File: config.mk
export PLATFORM = sky130hd
export DESIGN_NAME = fetch_unit
export DESIGN_NICKNAME = d
export VERILOG_FILES = /design/src/rtl/cpu_pkg.sv /design/src/rtl/fetch_timer.sv /design/src/rtl/fetch_unit.sv
export SDC_FILE = /design/constraint.sdc
export NUM_CORES = 1
export LEC_CHECK = 0
export ABC_CLOCK_PERIOD_IN_PS = 1900
export CAP_MARGIN = 10
export CORE_ASPECT_RATIO = 1.25
export CORE_MARGIN = 1
export CORE_UTILIZATION = 30
export CTS_BUF_LIST = sky130_fd_sc_hd__clkbuf_2
export CTS_CLUSTER_DIAMETER = 40
export DETAILED_ROUTE_END_ITERATION = 8
export DONT_BUFFER_PORTS = 1
export PLACE_DENSITY_LB_ADDON = 0.15
export REMOVE_ABC_BUFFERS = 1
export SLEW_MARGIN = 40
export SYNTH_ARGS = -nofsm -noshare
export SYNTH_HDL_FRONTEND = slang
export SYNTH_SLANG_ARGS = --single-unit
File: constraint.sdc
create_clock -name clk -period 1.9 [get_ports clk]
set_clock_uncertainty 0.2 [all_clocks]
set_input_delay 0.38 -clock clk [delete_from_list [all_inputs] [get_ports clk]]
set_output_delay 0.38 -clock clk [all_outputs]
set_load 0.02 [all_outputs]
File: src/rtl/cpu_pkg.sv
// Shared CPU front-end types: fetch FSM encoding, reset PC default, no-op word.
package cpu_pkg;

    typedef enum logic [0:0] {
        FETCH_IDLE = 1'b0,
        FETCH_WAIT = 1'b1
    } fetch_state_t;

    localparam logic [31:0] RESET_PC_DEFAULT = 32'h1C00_0000;
    localparam logic [31:0] INST_NOP         = 32'h0000_0000;
    localparam int          TIMER_W          = 8;

    // Instruction addresses are word aligned; low two bits never reach the PC.
    function automatic logic [31:0] word_align(input logic [31:0] addr);
        return addr & 32'hFFFF_FFFC;
    endfunction

endpackage

File: src/rtl/fetch_timer.sv
// Wait-cycle counter for an outstanding fetch; tc_o flags the TIMEOUT-th enabled cycle.
module fetch_timer
    import cpu_pkg::*;
#(
    parameter int unsigned TIMEOUT = 15
) (
    input  logic clk,
    input  logic rstn,
    input  logic clr_i,
    input  logic en_i,
    output logic tc_o
);

    localparam logic [TIMER_W-1:0] LAST = TIMER_W'(TIMEOUT - 1);

    logic [TIMER_W-1:0] cnt_q;
    logic [TIMER_W-1:0] cnt_d;

    assign tc_o = en_i && (cnt_q == LAST);

    always_comb begin
        cnt_d = cnt_q;
        if (clr_i) begin
            cnt_d = '0;
        end else if (en_i && !tc_o) begin
            cnt_d = cnt_q + 1'b1;
        end
    end

    always_ff @(posedge clk or negedge rstn) begin
        if (!rstn) begin
            cnt_q <= '0;
        end else begin
            cnt_q <= cnt_d;
        end
    end

endmodule

File: src/rtl/fetch_unit.sv
// Single-outstanding instruction fetch stage with PC tracking and branch-target capture.
// Optional fetch timeout watchdog is built when FETCH_TIMEOUT_EN is defined.
module fetch_unit
    import cpu_pkg::*;
#(
    parameter logic [31:0] RESET_PC = RESET_PC_DEFAULT,
    parameter int unsigned TIMEOUT  = 15
) (
    input  logic        clk,
    input  logic        rstn,
    input  logic        fetch_en,
    input  logic        pc_we,
    input  logic [31:0] pc_next,
    output logic        imem_req,
    output logic [31:0] imem_addr,
    input  logic        imem_ack,
    input  logic [31:0] imem_rdata,
    output logic [31:0] inst,
    output logic [31:0] pc,
    output logic        inst_valid,
    output logic        busy,
    output logic        fetch_err
);

    if (TIMEOUT < 1 || TIMEOUT > 255) begin : g_timeout_range
        $error("fetch_unit: TIMEOUT must be within 1..255");
    end

    fetch_state_t state_q, state_d;
    logic [31:0]  pc_q, pc_d;
    logic [31:0]  addr_q, addr_d;
    logic [31:0]  inst_q, inst_d;
    logic         valid_q, valid_d;
    logic         pend_vld_q, pend_vld_d;
    logic [31:0]  pend_pc_q, pend_pc_d;
    logic         timeout_hit;
    logic         in_wait;

    assign in_wait = (state_q == FETCH_WAIT);

`ifdef FETCH_TIMEOUT_EN
    logic err_q;

    fetch_timer #(
        .TIMEOUT (TIMEOUT)
    ) u_fetch_timer (
        .clk   (clk),
        .rstn  (rstn),
        .clr_i (!in_wait),
        .en_i  (in_wait),
        .tc_o  (timeout_hit)
    );

    always_ff @(posedge clk or negedge rstn) begin
        if (!rstn) begin
            err_q <= 1'b0;
        end else if (in_wait && timeout_hit && !imem_ack) begin
            err_q <= 1'b1;
        end
    end

    assign fetch_err = err_q;
`else
    assign timeout_hit = 1'b0;
    assign fetch_err   = 1'b0;
`endif

    always_comb begin
        state_d    = state_q;
        pc_d       = pc_q;
        addr_d     = addr_q;
        inst_d     = inst_q;
        valid_d    = 1'b0;
        pend_vld_d = pend_vld_q;
        pend_pc_d  = pend_pc_q;

        case (state_q)
            FETCH_IDLE: begin
                if (pc_we) begin
                    pc_d = word_align(pc_next);
                end
                if (fetch_en) begin
                    state_d    = FETCH_WAIT;
                    addr_d     = pc_q;
                    // A target loaded alongside the fetch must not be overtaken by +4 at completion.
                    pend_vld_d = pc_we;
                    if (pc_we) begin
                        pend_pc_d = word_align(pc_next);
                    end
                end
            end
            FETCH_WAIT: begin
                if (imem_ack || timeout_hit) begin
                    state_d    = FETCH_IDLE;
                    valid_d    = 1'b1;
                    inst_d     = imem_ack ? imem_rdata : INST_NOP;
                    pend_vld_d = 1'b0;
                    if (pc_we) begin
                        pc_d = word_align(pc_next);
                    end else if (pend_vld_q) begin
                        pc_d = pend_pc_q;
                    end else if (imem_ack) begin
                        pc_d = pc_q + 32'd4;
                    end
                end else if (pc_we) begin
                    pend_vld_d = 1'b1;
                    pend_pc_d  = word_align(pc_next);
                end
            end
            default: begin
                state_d = FETCH_IDLE;
            end
        endcase
    end

    always_ff @(posedge clk or negedge rstn) begin
        if (!rstn) begin
            state_q    <= FETCH_IDLE;
            pc_q       <= RESET_PC;
            addr_q     <= RESET_PC;
            inst_q     <= INST_NOP;
            valid_q    <= 1'b0;
            pend_vld_q <= 1'b0;
            pend_pc_q  <= '0;
        end else begin
            state_q    <= state_d;
            pc_q       <= pc_d;
            addr_q     <= addr_d;
            inst_q     <= inst_d;
            valid_q    <= valid_d;
            pend_vld_q <= pend_vld_d;
            pend_pc_q  <= pend_pc_d;
        end
    end

    assign imem_req   = in_wait;
    assign busy       = in_wait;
    assign imem_addr  = addr_q;
    assign inst       = inst_q;
    assign pc         = pc_q;
    assign inst_valid = valid_q;

endmodule

* Yosys cells after proc, flatten, opt, wreduce, memory -nomap -nowiden
Cells that the tools add are included.
** Word-level totals
- Register bits :: 131
- Bits in latches :: 0
- RAM bits :: 0
- Memory bits (read-only) :: 0
- Word-level logic and storage cells :: 37
- Memories kept :: 0
** Cells by class
- Add/sub/neg operators :: 1
- Multiply operators :: 0
- Div/mod/pow operators :: 0
- $lt $le $gt $ge :: 0
- Eq/ne operators :: 5
- Shifts and indexed selects :: 0
- Multiplexer cells :: 18
- Bitwise gates (word level) :: 1
- Reductions and logical operators :: 5
** Operator list (count)
- 2-to-1 mux 32 bit :: 7
- one-hot mux 32 bit (2 select lines) :: 2
- adder 32 x 3 -> 32 bit, second input constant :: 1
- AND reduction 2 bit :: 5
- != test 2 bit, second input constant :: 4
- 2-to-1 mux 1 bit :: 7
- one-hot mux 1 bit (2 select lines) :: 2
- != test 3 bit, second input constant :: 1
- NOT 1 bit :: 1

* Depth between registers and ports, before layout
Gate-level depths: netlist of run 1.
- Depth in word-level cells :: 5
- Mapped depth :: 7
- Mapped depth without buffers :: 6

* Least setup slack after synthesis of run 1
OpenSTA, ideal clock, no wires.
- Kind :: reg2reg
- Start point :: register pc_q[10], in the netlist pc[10]
- End point :: register pc_q[27], in the netlist pc[27]
- Setup time :: 0.082 ns
- Arrival time :: 1.834 ns
- Required time :: 1.618 ns
- Path slack :: -0.216 ns
- Cell stages (with the launch flop) :: 6
- Clock period less this slack :: 2.116 ns
- Path through :: dfrtp_1 > and4_4 > nand4_4 > nor4_4 > mux2_1 > nor3_1
** Between the ends
- Word-level cells in the longest chain between the ends :: 5
** Ends and longest elaborated chain
- from (decl) :: RTL line fetch_unit.sv:30 : logic [31:0] pc_q, pc_d;
- from (signal assigned) :: RTL line fetch_unit.sv:127 : pc_q <= pc_d;
- adder 32 x 3 -> 32 bit :: RTL line fetch_unit.sv:103 : pc_d = pc_q + 32'd4;
- 2-to-1 mux 32 bit :: RTL line fetch_unit.sv:100 : end else if (pend_vld_q) begin
- 2-to-1 mux 32 bit :: RTL line fetch_unit.sv:98 : if (pc_we) begin
- 2-to-1 mux 32 bit :: RTL line fetch_unit.sv:93 : if (imem_ack || timeout_hit) begin
- one-hot mux 32 bit (2 select lines) :: RTL line fetch_unit.sv:77 : case (state_q)
No other way between the ends. The select of a mux whose other input is x is not followed.
A chain may end at the register's enable or synchronous reset.

* Final worst setup path of run 1
- Start point :: register pc_q[3], in the netlist pc[3]
- End point :: register pc_q[25], in the netlist pc[25]
Same word-level chain as after synthesis.

==> results of run 1 <==
-- critical path: stages, from the launching register on --
cell and delay, ps:
dfrtp_1 470, buf_6 120, nand4_1 120, or2_4 310, nor4_4 200, buf_4 170, mux2i_2 230, nand2_1 80
-- power by group --
group          leakage, nW  internal (mW)  switching (mW)
Combinational         1.87           1.48            1.27
Sequential            1.44           3.45            1.02
Clock                0.190           1.26            1.08
-- what timing repair did --
action	4_1_cts	5_1_grt
gates resized for setup	49	77
endpoints found under the hold margin	250	125
setup endpoints to repair	43	145
pin swaps	5	28
setup buffers	13	11
gates cloned	0	1
-- final timing paths --
check	cells after the start	slack [ps]	endpoint
worst max-delay path	7	-110	pc[25]$_DFFE_PN0P_
min in group clk	2	160	inst[11]$_DFFE_PN0P_
max in group asynchronous	0	2090	pc[28]$_DFFE_PN1P_
worst min-delay path	0	-840	imem_addr[12]$_DFFE_PN0P_
worst max register to register	7	-110	pc[25]$_DFFE_PN0P_
worst min register to register	2	320	pc[24]$_DFFE_PN0P_
-- Yosys cell counts (2+ instances only) --
cell	count	area share, %
nor3_2	2	0.35
clkbuf_1	11	0.71
dfstp_2	6	2.7
a21oi_1	25	2.2
nand4_1	6	0.65
and3_1	16	1.7
o21ai_0	26	2.2
xnor2_1	14	2.1
dfrtp_1	119	51
a31oi_1	4	0.43
inv_1	9	0.58
nor3_1	5	0.43
o22a_1	2	0.30
buf_2	12	1.0
mux2i_1	5	0.86
nor3b_1	2	0.26
and2_1	3	0.32
nand2b_1	2	0.22
nand3_1	16	1.4
mux2_2	89	17
nor2_1	19	1.2
buf_1	4	0.26
o21ai_1	5	0.43
o31ai_1	2	0.26
nor4_2	2	0.43
a221oi_1	11	1.7
nand2_1	24	1.6
buf_4	6	0.78
and4_1	2	0.30
xor2_1	9	1.4
o22ai_1	8	0.86
-- registers in the layout, indices dropped and copies added, names as in the netlist --
name / count
inst: 32
pend_vld_q: 1
pend_pc_q: 30
inst_valid: 1
pc: 30
imem_addr: 30
busy: 1
-- metal layers --
metal  up-vias  wire length [um]
met5         -                 0
met1      2273              6794
li1       2072                 -
met2       157              8529
met3        27               991
met4         0               306
-- metrics by stage --
step,hold WS [ps],util [%],instance area [um^2],setup WS [ps]
2_1_floorplan,-115.6,-,5643,-1290
3_3_place_gp,-109.7,34.45,6494,-28.71
3_5_place_dp,-111.2,34.47,6496,-31.66
4_1_cts,-970.7,41.48,7819,-198.2
5_1_grt,-970.1,43.31,8163,-218.0
6_report,-840.3,43.31,8163,-106.6
-- logic make-up (layout without fill, tap and decap cells) --
| family | count (synthesis) | count (layout) | synth area share, % |
|---|---|---|---|
| other | 1 | 5 | 0.06477 |
| adders and majority gates | 1 | 1 | 0.2161 |
| buffers and inverters | 43 | 205 | 3.436 |
| xor gates and xnor gates | 23 | 23 | 3.480 |
| DFF | 125 | 125 | 54.16 |
| muxes | 96 | 96 | 18.61 |
| AOI/OAI and AO/OA | 91 | 91 | 9.553 |
| and+or+nand+nor | 107 | 107 | 10.48 |
-- final cells by class --
cell class,instances,area (um^2)
flip-flops and latches,125,3178
fillers,1793,10690
clock buffers,17,85.08
multi-input cells,323,2670
inverters,10,37.54
repair buffers,163,1634
clock inverters,15,267.8
well taps,232,290.3
==> flow_metrics.env, run 1 <==
export IMPL_routed_vias_inst=5.118
export IMPL_failing_checks="hold timing, setup timing"
export IMPL_tritoncts="done"
export IMPL_timing_fmax_mhz=498.4
export IMPL_drt_first_pass_iters=6
export IMPL_grt_overflow_total=0
export IMPL_report_power_total_mw=9.573
export IMPL_die_area_mm2=0.01986
export IMPL_worst_hold_slack_after_final_layout_ps=-840.3
export IMPL_floorplan_initialDensity_pct=30.72
export IMPL_tns_ps=-538.8
export IMPL_layout_commonest_cell="mux2_2"
export IMPL_use_met2_pct=29.39
export IMPL_chipHeight_um=157.3
export IMPL_final_hold_violation_count=125
export IMPL_worstPathArrival_ps=2400
export IMPL_synth_main_ff_cell="dfrtp_1"
export IMPL_total_clock_buffers_created_by_cts=17
export IMPL_cts_htree_levels=4
export IMPL_met3_usage_pct=5.506
export IMPL_worstPathMaxFanout=3
export IMPL_startpoint_type="register"
export IMPL_grt_start_max_net_pins=126
export IMPL_cts_hold_repair_buffers=67
export IMPL_max_slew_violations=0
export IMPL_rsz_0062_raised_after_global_routing="yes"
export IMPL_timing_critical_path_to_type="register"
export IMPL_dpl_hpwl_mm=11.03
export IMPL_drt_initial_drc_count=141
export IMPL_via_count=4529
export IMPL_cts_max_path_buffers=2
export IMPL_tightest_slew_ps=581.6
export IMPL_netlist_area_mm2=0.005789
export IMPL_drc_errors=0
export IMPL_timing_critical_path_required_ps=2290
export IMPL_synth_yosys_warnings=0
export IMPL_gr_usage_all_layers_pct=17.23
export IMPL_worstSkewPairLatency_ps=680
export IMPL_final_cell_mix="89 x mux2_2, 85 x dfrtp_1, 66 x dlygate4sd3_1"
export IMPL_run_status="finished with violations"
export IMPL_synth_area_per_cell_um2=11.89
export IMPL_ant_nets=0
export IMPL_placement_row_count=56
export IMPL_post_route_period_util_pct=105.6
export IMPL_setup_viol=13
export IMPL_numClockSinks=125
export IMPL_yosys_cell_types_count=52
export IMPL_fraction_of_met1_tracks_used_by_global_routing_pct=20.54
export IMPL_place_detailed_instances=761
export IMPL_layoutNonFillerInstCount=885
export IMPL_worst_setup_hold_path_clk_slew_ps=200
export IMPL_drive_above_1_share_pct=44.72
export IMPL_area_growth_synth_to_final_pct=41.00
export IMPL_startpoint="pc[3]$_DFFE_PN0P_"
export IMPL_yosys_register_bits=125
export IMPL_worst_ir_drop_vdd_mv=0.4581
export IMPL_antenna_found_initial=0
export IMPL_routed_wirelength_mm=16.62
export IMPL_grt_pass1_wl_mm=25.90
export IMPL_ys_async_sr_fraction_pct=100.0
export IMPL_netlist_instances=487
export IMPL_synth_seq_area_share_pct=54.16
export IMPL_criticalPathCategory="reg2reg"
export IMPL_n_antenna_cell=0
export IMPL_final_net_count=710
export IMPL_slew_headroom_pct=61.19
export IMPL_gr_max_usage_layer="met2"
export IMPL_dieWidth_um=126.3
export IMPL_global_placer_s_final_weighted_congestion=0.8183
export IMPL_beginning_of_the_worst_register_to_register_path="pc[3]$_DFFE_PN0P_"
export IMPL_p_per_area_mw_per_mm2=1173
export IMPL_edff_count_synth=0
export IMPL_hold_class="in2async"
export IMPL_core_area_mm2=0.01885
export IMPL_wl_per_cell_um=18.78
export IMPL_cts_root_buf="clkbuf_2"
export IMPL_period_minus_slack_ps=2007
export IMPL_pin_count=169
export IMPL_p_leak_nw=3.500
export IMPL_grt_pass1_vias=4674
export IMPL_cap_viol_max_count=0
export IMPL_numPortBuffers=0
export IMPL_final_critical_path_setup_slack_ps=-106.6
Note: power is estimated with default switching activity, not from simulation.
==> inputs of run 2 (changes only) <==
- ABC_AREA: unset -> 1
- PLACE_DENSITY: unset -> 0.46
- PLACE_DENSITY_LB_ADDON: 0.15 -> unset
==> run 2 against run 1 <==
  * The run still ends with hold timing, setup timing left
  * Clock power shrank 29%
  * Flip-flop and latch count is the same
  * Clock-buffer cell count grew 1
  * Die area grew 5.7%
  * Global-route usage grew 1.5 points
  * Sequential share of layout area shrank 0.81 points
  * Worst hold slack lost 43 ps
  * Critical endpoint is now pc[26]
  * Largest cell class unchanged
==> flow_metrics.env, run 2 <==
export IMPL_grt_pass1_vias=5647
export IMPL_placement_row_count=58
export IMPL_numClockSinks=125
export IMPL_place_ws_ps=65.41
export IMPL_drive_above_1_share_pct=31.39
export IMPL_num_fill_cells=2025
export IMPL_cts_hold_repair_buffers=66
export IMPL_cts_htree_levels=4
export IMPL_critical_path_n_buffers_inverters=1
export IMPL_pin_count=169
export IMPL_drt_initial_drc_count=306
export IMPL_wl_per_cell_um=16.51
export IMPL_worst_setup_hold_path_clk_slew_ps=210
export IMPL_drt_first_pass_iters=6
export IMPL_post_route_cell_area_mm2=0.008408
export IMPL_hold_class="in2async"
export IMPL_final_net_count=968
export IMPL_final_cell_mix="225 x nand2_1, 89 x nor2_1, 65 x dlygate4sd3_1"
export IMPL_gr_usage_all_layers_pct=18.73
export IMPL_crit_path_max_incr_delay_ps=590
export IMPL_leading_cell_types_by_total_area_after_synthesis="dfrtp_1 49%, nand2_1 15%, nor2_1 6.7%, mux2_2 6.2%, o21ai_0 3.3%"
export IMPL_synth_area_per_cell_um2=8.168
export IMPL_multi_input_comb_area_mm2=0.002850
export IMPL_tritoncts="done"
export IMPL_timing_critical_path_to_type="primary output"
export IMPL_layout_commonest_cell="nand2_1"
export IMPL_worst_ir_drop_vdd_mv=0.5350
export IMPL_grt_pass1_wl_mm=29.67
export IMPL_max_slew_violations=0
export IMPL_levels_on_crit_path=1
export IMPL_worst_path_dominant_cell_family="flip-flops"
export IMPL_startpoint_type="register"
export IMPL_worstSkewPairLatency_ps=710
export IMPL_crit_path_top_delay_cell="dfstp_2"
export IMPL_chipHeight_um=161.8
export IMPL_layoutNonFillerInstCount=1184
export IMPL_run_status="finished with violations"
export IMPL_final_hold_violation_count=125
export IMPL_dieWidth_um=129.8
export IMPL_routed_wirelength_mm=19.55
export IMPL_grt_overflow_total=0
export IMPL_via_count=5549
export IMPL_post_route_period_util_pct=105.0
export IMPL_cts_root_buf="clkbuf_2"
export IMPL_worstPathMaxFanout=3
export IMPL_path_cells="buf_6"
export IMPL_netlist_area_mm2=0.006126
export IMPL_area_growth_synth_to_final_pct=37.25
export IMPL_synth_main_ff_cell="dfrtp_1"
export IMPL_synth_seq_area_share_pct=51.18
export IMPL_netlist_instances=750
export IMPL_timing_fmax_mhz=501.2
export IMPL_final_critical_path_setup_slack_ps=-95.07
export IMPL_period_minus_slack_ps=1995
export IMPL_tns_ps=-305.7
export IMPL_synth_yosys_warnings=0
export IMPL_routed_vias_inst=4.687
export IMPL_worst_hold_slack_after_final_layout_ps=-883.7
export IMPL_yosys_cell_types_count=36
export IMPL_edff_count_synth=0
export IMPL_ys_top_cells_by_count="243 x nand2_1, 119 x dfrtp_1, 110 x nor2_1, 40 x o21ai_0, 39 x a21oi_1"
export IMPL_synth_largest_area_cell="dfrtp_1"
export IMPL_seq_area_mm2=0.003206
export IMPL_place_detailed_instances=1038
export IMPL_dpl_hpwl_mm=12.76
export IMPL_core_area_mm2=0.02010
export IMPL_timing_critical_path_required_ps=1320
export IMPL_ant_nets=0
export IMPL_yosys_register_bits=125
export IMPL_antenna_found_initial=3
export IMPL_yosys_area_top_type_share_pct=48.61
export IMPL_p_per_area_mw_per_mm2=1139
export IMPL_timing_reg2reg_worst_path_depth=7
export IMPL_total_clock_buffers_created_by_cts=17
export IMPL_detailed_place_area_mm2=0.006730
export IMPL_rsz_0062_raised_after_global_routing="yes"
export IMPL_numPortBuffers=0
export IMPL_failing_checks="hold timing, setup timing"
export IMPL_grt_start_max_net_pins=126
export IMPL_die_area_mm2=0.02100
export IMPL_ys_async_sr_fraction_pct=100.0
export IMPL_synth_most_common_cell="nand2_1"
export IMPL_worstPathArrival_ps=1420
export IMPL_criticalPathCategory="reg2out"
export IMPL_floorplan_initialDensity_pct=30.47
export IMPL_largest_register_ffs=32
export IMPL_p_leak_nw=3.829
export IMPL_cts_max_path_buffers=2
export IMPL_drc_errors=0
export IMPL_setup_viol=8
export IMPL_global_placer_s_final_weighted_congestion=0.8607
export IMPL_cap_viol_max_count=0
-- run 2: changes by cell type in the layout (fill, tap and decap cells not counted), sizes merged, moves of 11 or more --
cell,delta
nand2,+222
nor2,+96
mux2,-56
inv,+26
nand3,+19
and3,-16
o21ai,+16
a21oi,+15
xnor2,-12
a221oi,-11
-- run 2: report_power, final --
group	internal (mW)	switching (mW)	leakage, nW
Sequential	3.48	1.00	1.43
Clock	0.582	1.07	0.132
Combinational	1.55	1.89	2.27
-- run 2: final timing paths --
| kind | from | to | slack (ps) |
|---|---|---|---|
| min in group clk | imem_rdata[23] | inst[23]$_DFFE_PN0P_ | 110 |
| max in group asynchronous | rstn | imem_addr[27]$_DFFE_PN1P_ | 2160 |
| min | rstn | imem_addr[19]$_DFFE_PN0P_ | -880 |
| min reg2reg | pend_pc_q[29]$_DFFE_PN0P_ | pend_pc_q[29]$_DFFE_PN0P_ | 330 |
| max reg2reg | busy$_DFF_PN0_ | pend_pc_q[22]$_DFFE_PN0P_ | 20 |
| max | pc[26]$_DFFE_PN1P_ | pc[26] | -100 |
-- run 2: cell families after synthesis --
kind of cell	synth area share, %
AO/OA/AOI/OAI	9.252
XOR/XNOR	1.001
adder cells (fa/ha/maj)	0.2042
buffers and inverters	5.944
flip-flops	51.18
multiplexers	6.250
other	0.06122
AND/OR/NAND/NOR	26.10
-- run 2: what timing repair did --
action                                 CTS  global route
setup endpoints to repair               38           144
cloned                                   0             3
endpoints found under the hold margin  236           125
setup buffers                           33            14
resized for setup                       42           112
pin swaps                                0            17
-- run 2: cell type report --
type	count	share of cell area [%]
flip-flops and latches	125	38.12
multi-input cells	549	33.90
repair buffers	165	19.43
well taps	270	4.018
inverters	40	1.845
clock inverters	14	1.518
clock buffers	18	1.071
diodes	3	0.08929
-- run 2: routing by layer --
layer | wire (um) | track usage, % | share of wire, % | up-vias
met5 | 0 | 0 | 0 | -
met4 | 328 | 5.708 | 1.7 | 0
met3 | 1201 | 6.028 | 6.1 | 22
met2 | 9931 | 32.77 | 51 | 170
met1 | 8086 | 21.47 | 41 | 2656
li1 | - | - | - | 2701
-- run 2: worst reg2reg max path, delay by kind of cell (launching register included) --
kind	cells	cell delay, ps
muxes	1	330
DFF	1	440
and+or+nand+nor	1	160
AOI/OAI and AO/OA	1	70
buffers and inverters	4	570
-- run 2: through the flow --
| stage | total power, mW | util (%) |
|---|---|---|
| floorplan | 6.013 | - |
| global placement | 7.055 | 33.48 |
| detailed placement | 7.113 | 33.48 |
| CTS | 9.331 | 39.61 |
| global route | 10.20 | 41.83 |
| finish | 9.581 | 41.83 |
